$ cat config.mk
export PLATFORM = sky130hd
export DESIGN_NAME = sdram_cmd_sequencer
export DESIGN_NICKNAME = d
export VERILOG_FILES = /design/src/rtl/sdram_pkg.sv /design/src/rtl/sdram_lat_counter.sv /design/src/rtl/sdram_cmd_sequencer.sv
export SDC_FILE = /design/constraint.sdc
export NUM_CORES = 1
export LEC_CHECK = 0
export ABC_AREA = 1
export BUFFER_PORTS_ARGS = -buffer_cell sky130_fd_sc_hd__buf_4
export CAP_MARGIN = 20
export CELL_PAD_IN_SITES_DETAIL_PLACEMENT = 0
export CELL_PAD_IN_SITES_GLOBAL_PLACEMENT = 1
export CORE_ASPECT_RATIO = 1.25
export CORE_MARGIN = 2
export CORE_UTILIZATION = 34
export CTS_CLUSTER_SIZE = 10
export DETAILED_ROUTE_END_ITERATION = 10
export PLACE_DENSITY = 0.74
export SLEW_MARGIN = 20
export SYNTH_ARGS = -nofsm -noshare
export SYNTH_HDL_FRONTEND = slang
export SYNTH_HIERARCHICAL = 1
export SYNTH_SLANG_ARGS = --single-unit
$ cat constraint.sdc
create_clock -name clk -period 2.5 [get_ports clk]
set_input_delay 0.375 -clock clk [delete_from_list [all_inputs] [get_ports clk]]
set_output_delay 0.375 -clock clk [all_outputs]
set_load 0.01 [all_outputs]
$ cat src/rtl/sdram_pkg.sv
// Shared types and constants for the SDRAM command sequencer.
package sdram_pkg;

   localparam int unsigned CMD_W  = 3;
   localparam int unsigned MODE_W = 10;
   localparam int unsigned CNT_W  = 10;
   localparam int unsigned TLAT_W = 3;
   localparam int unsigned AP_BIT = 10;

   // MODE_WORD field positions
   localparam int unsigned MODE_BL_LSB = 0;
   localparam int unsigned MODE_BL_W   = 3;
   localparam int unsigned MODE_CL_LSB = 4;
   localparam int unsigned MODE_CL_W   = 2;

   // {ras_n, cas_n, we_n}
   localparam logic [CMD_W-1:0] CMD_NOP   = 3'b111;
   localparam logic [CMD_W-1:0] CMD_ACT   = 3'b011;
   localparam logic [CMD_W-1:0] CMD_READ  = 3'b101;
   localparam logic [CMD_W-1:0] CMD_WRITE = 3'b100;
   localparam logic [CMD_W-1:0] CMD_PRE   = 3'b010;
   localparam logic [CMD_W-1:0] CMD_REF   = 3'b001;
   localparam logic [CMD_W-1:0] CMD_MRS   = 3'b000;

   typedef enum logic [3:0] {
      ST_INIT_PRE = 4'd0,
      ST_INIT_PW  = 4'd1,
      ST_MRS      = 4'd2,
      ST_MRS_W    = 4'd3,
      ST_IDLE     = 4'd4,
      ST_REF      = 4'd5,
      ST_REF_W    = 4'd6,
      ST_ACT      = 4'd7,
      ST_ACT_W    = 4'd8,
      ST_RW       = 4'd9,
      ST_CAS_W    = 4'd10,
      ST_LAT_W    = 4'd11,
      ST_BURST    = 4'd12,
      ST_BURST_W  = 4'd13,
      ST_PRE      = 4'd14,
      ST_PRE_W    = 4'd15
   } state_t;

endpackage

$ cat src/rtl/sdram_lat_counter.sv
// CAS-latency down-counter used while waiting for read data.
module sdram_lat_counter
   import sdram_pkg::*;
(
   input  logic              clk,
   input  logic              rst,
   input  logic              load,
   input  logic [TLAT_W-1:0] load_val,
   output logic              last_c
);

   logic [TLAT_W-1:0] cnt_q;
   logic [TLAT_W-1:0] cnt_d;

   // load on entry, otherwise count down and stick at zero
   always_comb begin
      cnt_d = cnt_q;
      if (load) begin
         cnt_d = load_val;
      end else if (cnt_q != TLAT_W'(0)) begin
         cnt_d = cnt_q - TLAT_W'(1);
      end
   end

   // counter register
   always_ff @(posedge clk or posedge rst) begin
      if (rst) begin
         cnt_q <= '0;
      end else begin
         cnt_q <= cnt_d;
      end
   end

   // last wait cycle: a count of 0 or 1 reaches zero on the next edge
   assign last_c = (cnt_q <= TLAT_W'(1));

endmodule

$ cat src/rtl/sdram_cmd_sequencer.sv
// SDRAM command sequencer: init, mode set, refresh and single-burst transfers.
module sdram_cmd_sequencer
   import sdram_pkg::*;
#(
   parameter int unsigned ROW_W     = 12,
   parameter int unsigned COL_W     = 8,
   parameter int unsigned BANK_W    = 2,
   parameter logic [9:0]  MODE_WORD = 10'h013
) (
   input  logic                          clk,
   input  logic                          reset,
   input  logic [CNT_W-1:0]              countout,
   input  logic [TLAT_W-1:0]             tlat,
   input  logic                          host_req,
   input  logic                          host_wr,
   input  logic [BANK_W+ROW_W+COL_W-1:0] host_addr,
   input  logic                          refresh_req,
   output logic                          refresh_ack,
   output logic                          host_ack,
   output logic                          busy,
   output logic                          data_phase,
   output logic                          load_tpre,
   output logic                          load_twait,
   output logic                          load_tcas,
   output logic                          load_tburst,
   output logic [MODE_W-1:0]             program_data,
   output logic                          sd_cs_n,
   output logic                          sd_ras_n,
   output logic                          sd_cas_n,
   output logic                          sd_we_n,
   output logic [BANK_W-1:0]             sd_ba,
   output logic [ROW_W-1:0]              sd_addr
);

   localparam int unsigned ADDR_W = BANK_W + ROW_W + COL_W;

   state_t              state_q, state_d;
   logic                wr_q, wr_d;
   logic [ADDR_W-1:0]   addr_q, addr_d;
   logic [CMD_W-1:0]    cmd_q, cmd_d;
   logic [BANK_W-1:0]   ba_q, ba_d;
   logic [ROW_W-1:0]    sd_addr_q, sd_addr_d;
   logic                ld_tpre_q, ld_tpre_d;
   logic                ld_twait_q, ld_twait_d;
   logic                ld_tcas_q, ld_tcas_d;
   logic                ld_tburst_q, ld_tburst_d;
   logic                host_ack_q, host_ack_d;
   logic                refresh_ack_q, refresh_ack_d;
   logic                data_phase_q, data_phase_d;
   logic                busy_q, busy_d;
   logic                cnt_zero_c;
   logic                lat_load_c;
   logic                lat_last_c;

   assign cnt_zero_c = (countout == CNT_W'(0));

   sdram_lat_counter u_lat (
      .clk      (clk),
      .rst      (reset),
      .load     (lat_load_c),
      .load_val (tlat),
      .last_c   (lat_last_c)
   );

   // next state, then outputs decoded from the next state so registers line up with it
   always_comb begin
      state_d       = state_q;
      wr_d          = wr_q;
      addr_d        = addr_q;
      host_ack_d    = 1'b0;
      lat_load_c    = 1'b0;
      cmd_d         = CMD_NOP;
      ba_d          = '0;
      sd_addr_d     = '0;
      ld_tpre_d     = 1'b0;
      ld_twait_d    = 1'b0;
      ld_tcas_d     = 1'b0;
      ld_tburst_d   = 1'b0;
      refresh_ack_d = 1'b0;
      data_phase_d  = 1'b0;
      busy_d        = 1'b1;

      case (state_q)
         // first cycle after reset is a NOP; leave once the PRE has been driven
         ST_INIT_PRE: if (ld_tpre_q) state_d = ST_INIT_PW;
         ST_INIT_PW:  if (cnt_zero_c) state_d = ST_MRS;
         ST_MRS:      state_d = ST_MRS_W;
         ST_MRS_W:    if (cnt_zero_c) state_d = ST_IDLE;
         ST_IDLE: begin
            // host still sees its ack this cycle, so its request is stale
            if (refresh_req) begin
               state_d = ST_REF;
            end else if (host_req && !host_ack_q) begin
               wr_d    = host_wr;
               addr_d  = host_addr;
               state_d = ST_ACT;
            end
         end
         ST_REF:      state_d = ST_REF_W;
         ST_REF_W:    if (cnt_zero_c) state_d = ST_IDLE;
         ST_ACT:      state_d = ST_ACT_W;
         ST_ACT_W:    if (cnt_zero_c) state_d = ST_RW;
         ST_RW:       state_d = ST_CAS_W;
         ST_CAS_W:    if (cnt_zero_c) state_d = wr_q ? ST_BURST : ST_LAT_W;
         ST_LAT_W:    if (lat_last_c) state_d = ST_BURST;
         ST_BURST:    state_d = ST_BURST_W;
         ST_BURST_W:  if (cnt_zero_c) state_d = ST_PRE;
         ST_PRE:      state_d = ST_PRE_W;
         ST_PRE_W: begin
            if (cnt_zero_c) begin
               state_d    = ST_IDLE;
               host_ack_d = 1'b1;
            end
         end
         default:     state_d = ST_INIT_PRE;
      endcase

      lat_load_c = (state_d == ST_LAT_W) && (state_q != ST_LAT_W);
      busy_d     = (state_d != ST_IDLE);

      case (state_d)
         ST_INIT_PRE: begin
            cmd_d             = CMD_PRE;
            sd_addr_d[AP_BIT] = 1'b1;
            ld_tpre_d         = 1'b1;
         end
         ST_MRS: begin
            cmd_d      = CMD_MRS;
            sd_addr_d  = ROW_W'(MODE_WORD);
            ld_twait_d = 1'b1;
         end
         ST_REF: begin
            cmd_d         = CMD_REF;
            ld_twait_d    = 1'b1;
            refresh_ack_d = 1'b1;
         end
         ST_ACT: begin
            cmd_d      = CMD_ACT;
            ba_d       = addr_d[ADDR_W-1 -: BANK_W];
            sd_addr_d  = addr_d[COL_W +: ROW_W];
            ld_twait_d = 1'b1;
         end
         ST_RW: begin
            cmd_d             = wr_d ? CMD_WRITE : CMD_READ;
            ba_d              = addr_d[ADDR_W-1 -: BANK_W];
            sd_addr_d         = ROW_W'(addr_d[COL_W-1:0]);
            sd_addr_d[AP_BIT] = 1'b0;
            ld_tcas_d         = 1'b1;
         end
         ST_BURST:   ld_tburst_d  = 1'b1;
         ST_BURST_W: data_phase_d = 1'b1;
         ST_PRE: begin
            cmd_d     = CMD_PRE;
            ba_d      = addr_d[ADDR_W-1 -: BANK_W];
            ld_tpre_d = 1'b1;
         end
         default: ;
      endcase
   end

   // state and registered outputs
   always_ff @(posedge clk or posedge reset) begin
      if (reset) begin
         state_q       <= ST_INIT_PRE;
         wr_q          <= 1'b0;
         addr_q        <= '0;
         cmd_q         <= CMD_NOP;
         ba_q          <= '0;
         sd_addr_q     <= '0;
         ld_tpre_q     <= 1'b0;
         ld_twait_q    <= 1'b0;
         ld_tcas_q     <= 1'b0;
         ld_tburst_q   <= 1'b0;
         host_ack_q    <= 1'b0;
         refresh_ack_q <= 1'b0;
         data_phase_q  <= 1'b0;
         busy_q        <= 1'b1;
      end else begin
         state_q       <= state_d;
         wr_q          <= wr_d;
         addr_q        <= addr_d;
         cmd_q         <= cmd_d;
         ba_q          <= ba_d;
         sd_addr_q     <= sd_addr_d;
         ld_tpre_q     <= ld_tpre_d;
         ld_twait_q    <= ld_twait_d;
         ld_tcas_q     <= ld_tcas_d;
         ld_tburst_q   <= ld_tburst_d;
         host_ack_q    <= host_ack_d;
         refresh_ack_q <= refresh_ack_d;
         data_phase_q  <= data_phase_d;
         busy_q        <= busy_d;
      end
   end

   // chip stays selected; NOP is expressed on ras/cas/we
   assign sd_cs_n      = 1'b0;
   assign program_data = MODE_WORD;
   assign sd_ras_n     = cmd_q[2];
   assign sd_cas_n     = cmd_q[1];
   assign sd_we_n      = cmd_q[0];
   assign sd_ba        = ba_q;
   assign sd_addr      = sd_addr_q;
   assign load_tpre    = ld_tpre_q;
   assign load_twait   = ld_twait_q;
   assign load_tcas    = ld_tcas_q;
   assign load_tburst  = ld_tburst_q;
   assign host_ack     = host_ack_q;
   assign refresh_ack  = refresh_ack_q;
   assign data_phase   = data_phase_q;
   assign busy         = busy_q;

endmodule

==> out/metrics.yaml <==
status: "finished clean"
final_cell_area_sq_um: 2770
placed_cell_area_sq_um: 2680
finClkSkew_ps: 5.62
clock_latency_ps: 290
async_reset_ff_share_pct: 100
synth_most_common_cell: "nand2_1"
die_w_um: 75.2
final_util_pct: 44.9
drv_cap: 0
crit_type: "register to register"
clkTransAtPathRegs_ps: 80
worst-endpoint-arrival_ps: 2240
diodes: 0
worstHoldStart: "tlat[2]"
first_pass_iters: 4
total_leakage_power_nw: 1.60
yosysSeqAreaShare_pct: 50.2
antenna_found_initial: 0
grt_max_degree: 41
crit_chain: "nand2_1, nor2_4, nand2_1, nand2_1, nor2_1, nand2_1, inv_1, nand2_2, nand2_1, nor2_1, o21ai_0, nand2_1, nand2_1"
syn_avg_cell_area_sq_um: 7.69
row_count: 32
synthTopCellsByArea: "dfrtp_1, nand2_1, inv_1"
cts_made_buffers: 5
startpoint: "state_q[1]"
multi_input_area_sq_um: 827
p_per_area_nw_per_um2: 791
r2r-start: "state_q[1]"
cp_common_cell: "nand2_1"
grt_overflow: 0
peakVddDrop_mv: 0.390
die_y_um: 93.0
hold_violations: 0
finalPower_mw: 2.19
finalCritPeriodShare_pct: 82.0
vias_per_cell: 4.23
core_area_sq_um: 6170
cts_tree: "built"
gr-usage-all-layers_pct: 14.1
synth_cell_types: 30
drt_iter0_markers: 55
first_global_vias: 1734
tns_ps: 0
start_util_pct: 34.9
detail_route.wl_per_cell_um: 10.7
io_buffer_count: 64
synth-seq-cells: 43
nets: 389
grt_pass1_wl_um: 7600
synth_area_leader_cell: "dfrtp_1"
ff_latch_area_sq_um: 1080
boundaryPins: 76
synth_commonest_cells: "nand2_1, dfrtp_1, inv_1"
drive_above_1_share_pct: 25.1
n_fill_cell: 662
critPathCaptureType: "register"
cts-root-buf: "clkbuf_8"
syn_inst: 280
setup_viol: 0
syn-cell-area_sq_um: 2150
max_stage_delay_ps: 500
cts_sinks: 43
crit_fanout: 8
synth_top_area_share_pct: 45.3
hold-worst-slack_ps: 282
drc: 0
synth-main-ff-cell: "dfrtp_1"
synth_edf_count: 0
min_period_ps: 2050
syn2layout_area_growth_pct: 28.7
clockBufferDepth: 2
fmax_mhz: 488
vias: 1829
drv_slew: 0
yosysWarnings: 6
htree_levels: 2
slew_headroom_pct: 66.5
hpwl_um: 3570
hold_class: "input pin to register"
globalplace.congestion: 0.970
rsz0062_at_grt: "false"
required_ps: 2700
wirelength_um: 4620
antenna_left: 0
startpoint_type: "register"
worst_pin_slew_ps: 503
die_area_sq_um: 6990
slowest_stage: "dfrtp_1"
-- critical path, delay by kind of cell (launching register included) --
kind | cells | cell delay, ps
simple gates | 11 | 1230
flops | 1 | 500
compound gates | 1 | 160
buf+inv | 1 | 50
-- through the flow --
| stage | std cells | worst slack (ps) |
|---|---|---|
| after global routing | 432 | 182 |
| after floorplan | 289 | 711 |
| after detailed placement | 423 | 373 |
| final | 432 | 451 |
| after CTS | 432 | 471 |
| after global placement | 423 | 364 |
-- repair_timing --
action                                 in CTS  in global routing
gates resized for setup                     0                  0
setup buffers                               0                  0
hold buffers                                1                  0
endpoints found under the hold margin       3                  0
-- flip-flops by register name (all words and copies together), names as in the netlist, 2 cells and up --
register     cells
sd_addr         12
state_q          4
cmd_q            3
u_lat/cnt_q      3
addr_q          10
sd_ba            2
-- power breakdown --
| part | switching [mW] | internal, mW | leakage [nW] | total (mW) |
|---|---|---|---|---|
| clock network | 0.234 | 0.195 | 0.0412 | 0.429 |
| registers | 0.0779 | 0.810 | 0.568 | 0.888 |
| logic | 0.539 | 0.335 | 0.996 | 0.874 |
| total | 0.851 | 1.34 | 1.60 | 2.19 |
-- final timing paths --
kind | slack [ps] | cells past startpoint | end
hold reg to reg | 480 | 2 | addr_q[6]
max in group asynchronous | 1370 | 4 | cmd_q[0]
hold / removal | 280 | 3 | u_lat/cnt_q[2]
min in group asynchronous | 500 | 3 | u_lat/cnt_q[0]
setup / recovery | 450 | 13 | u_lat/cnt_q[1]
setup reg to reg | 450 | 13 | u_lat/cnt_q[1]
-- per-layer routing --
layer / GRT usage, % / part of all wire [%] / vias to the layer above
met5: 0 / 0 / -
met2: 25.1 / 52 / 44
met4: 4.53 / 1.4 / 0
met3: 3.02 / 4.7 / 6
li1: - / - / 950
met1: 16.3 / 42 / 829
-- layout by cell type (no fill, tap or decap), types with 2 or more instances in the layout --
cell | Yosys | routed
nand3b_1 | 3 | 3
nand2_1 | 96 | 96
nor2_1 | 30 | 30
inv_1 | 39 | 39
nand4_1 | 2 | 2
dfstp_2 | 4 | 4
o21ai_0 | 10 | 10
clkinv_2 | 1 | 2
buf_4 | 11 | 67
nand3_1 | 10 | 10
nor3_1 | 2 | 2
inv_2 | 2 | 2
dfrtp_1 | 39 | 39
nor2_2 | 2 | 2
clkbuf_8 | 0 | 5
a21oi_1 | 7 | 7
ha_1 | 3 | 3
conb_1 | 2 | 11
-- layout make-up --
class	instances	share of cell area [%]
tap	85	3.84
multi-input combinational	186	29.8
sequential	43	39.0
timing repair buffer	68	18.5
inverter	42	5.73
clock buffer	6	2.62
clock inverter	2	0.451
-- kinds of logic after synthesis --
family,after synthesis,share of synthesized area (%)
AO/OA/AOI/OAI,23,5.99
adder cells (fa/ha/maj),3,1.74
buffers and inverters,60,13.0
flip-flops,43,50.2
other,2,0.349
AND/OR/NAND/NOR,149,28.8
(Power assumes the default switching activity.)
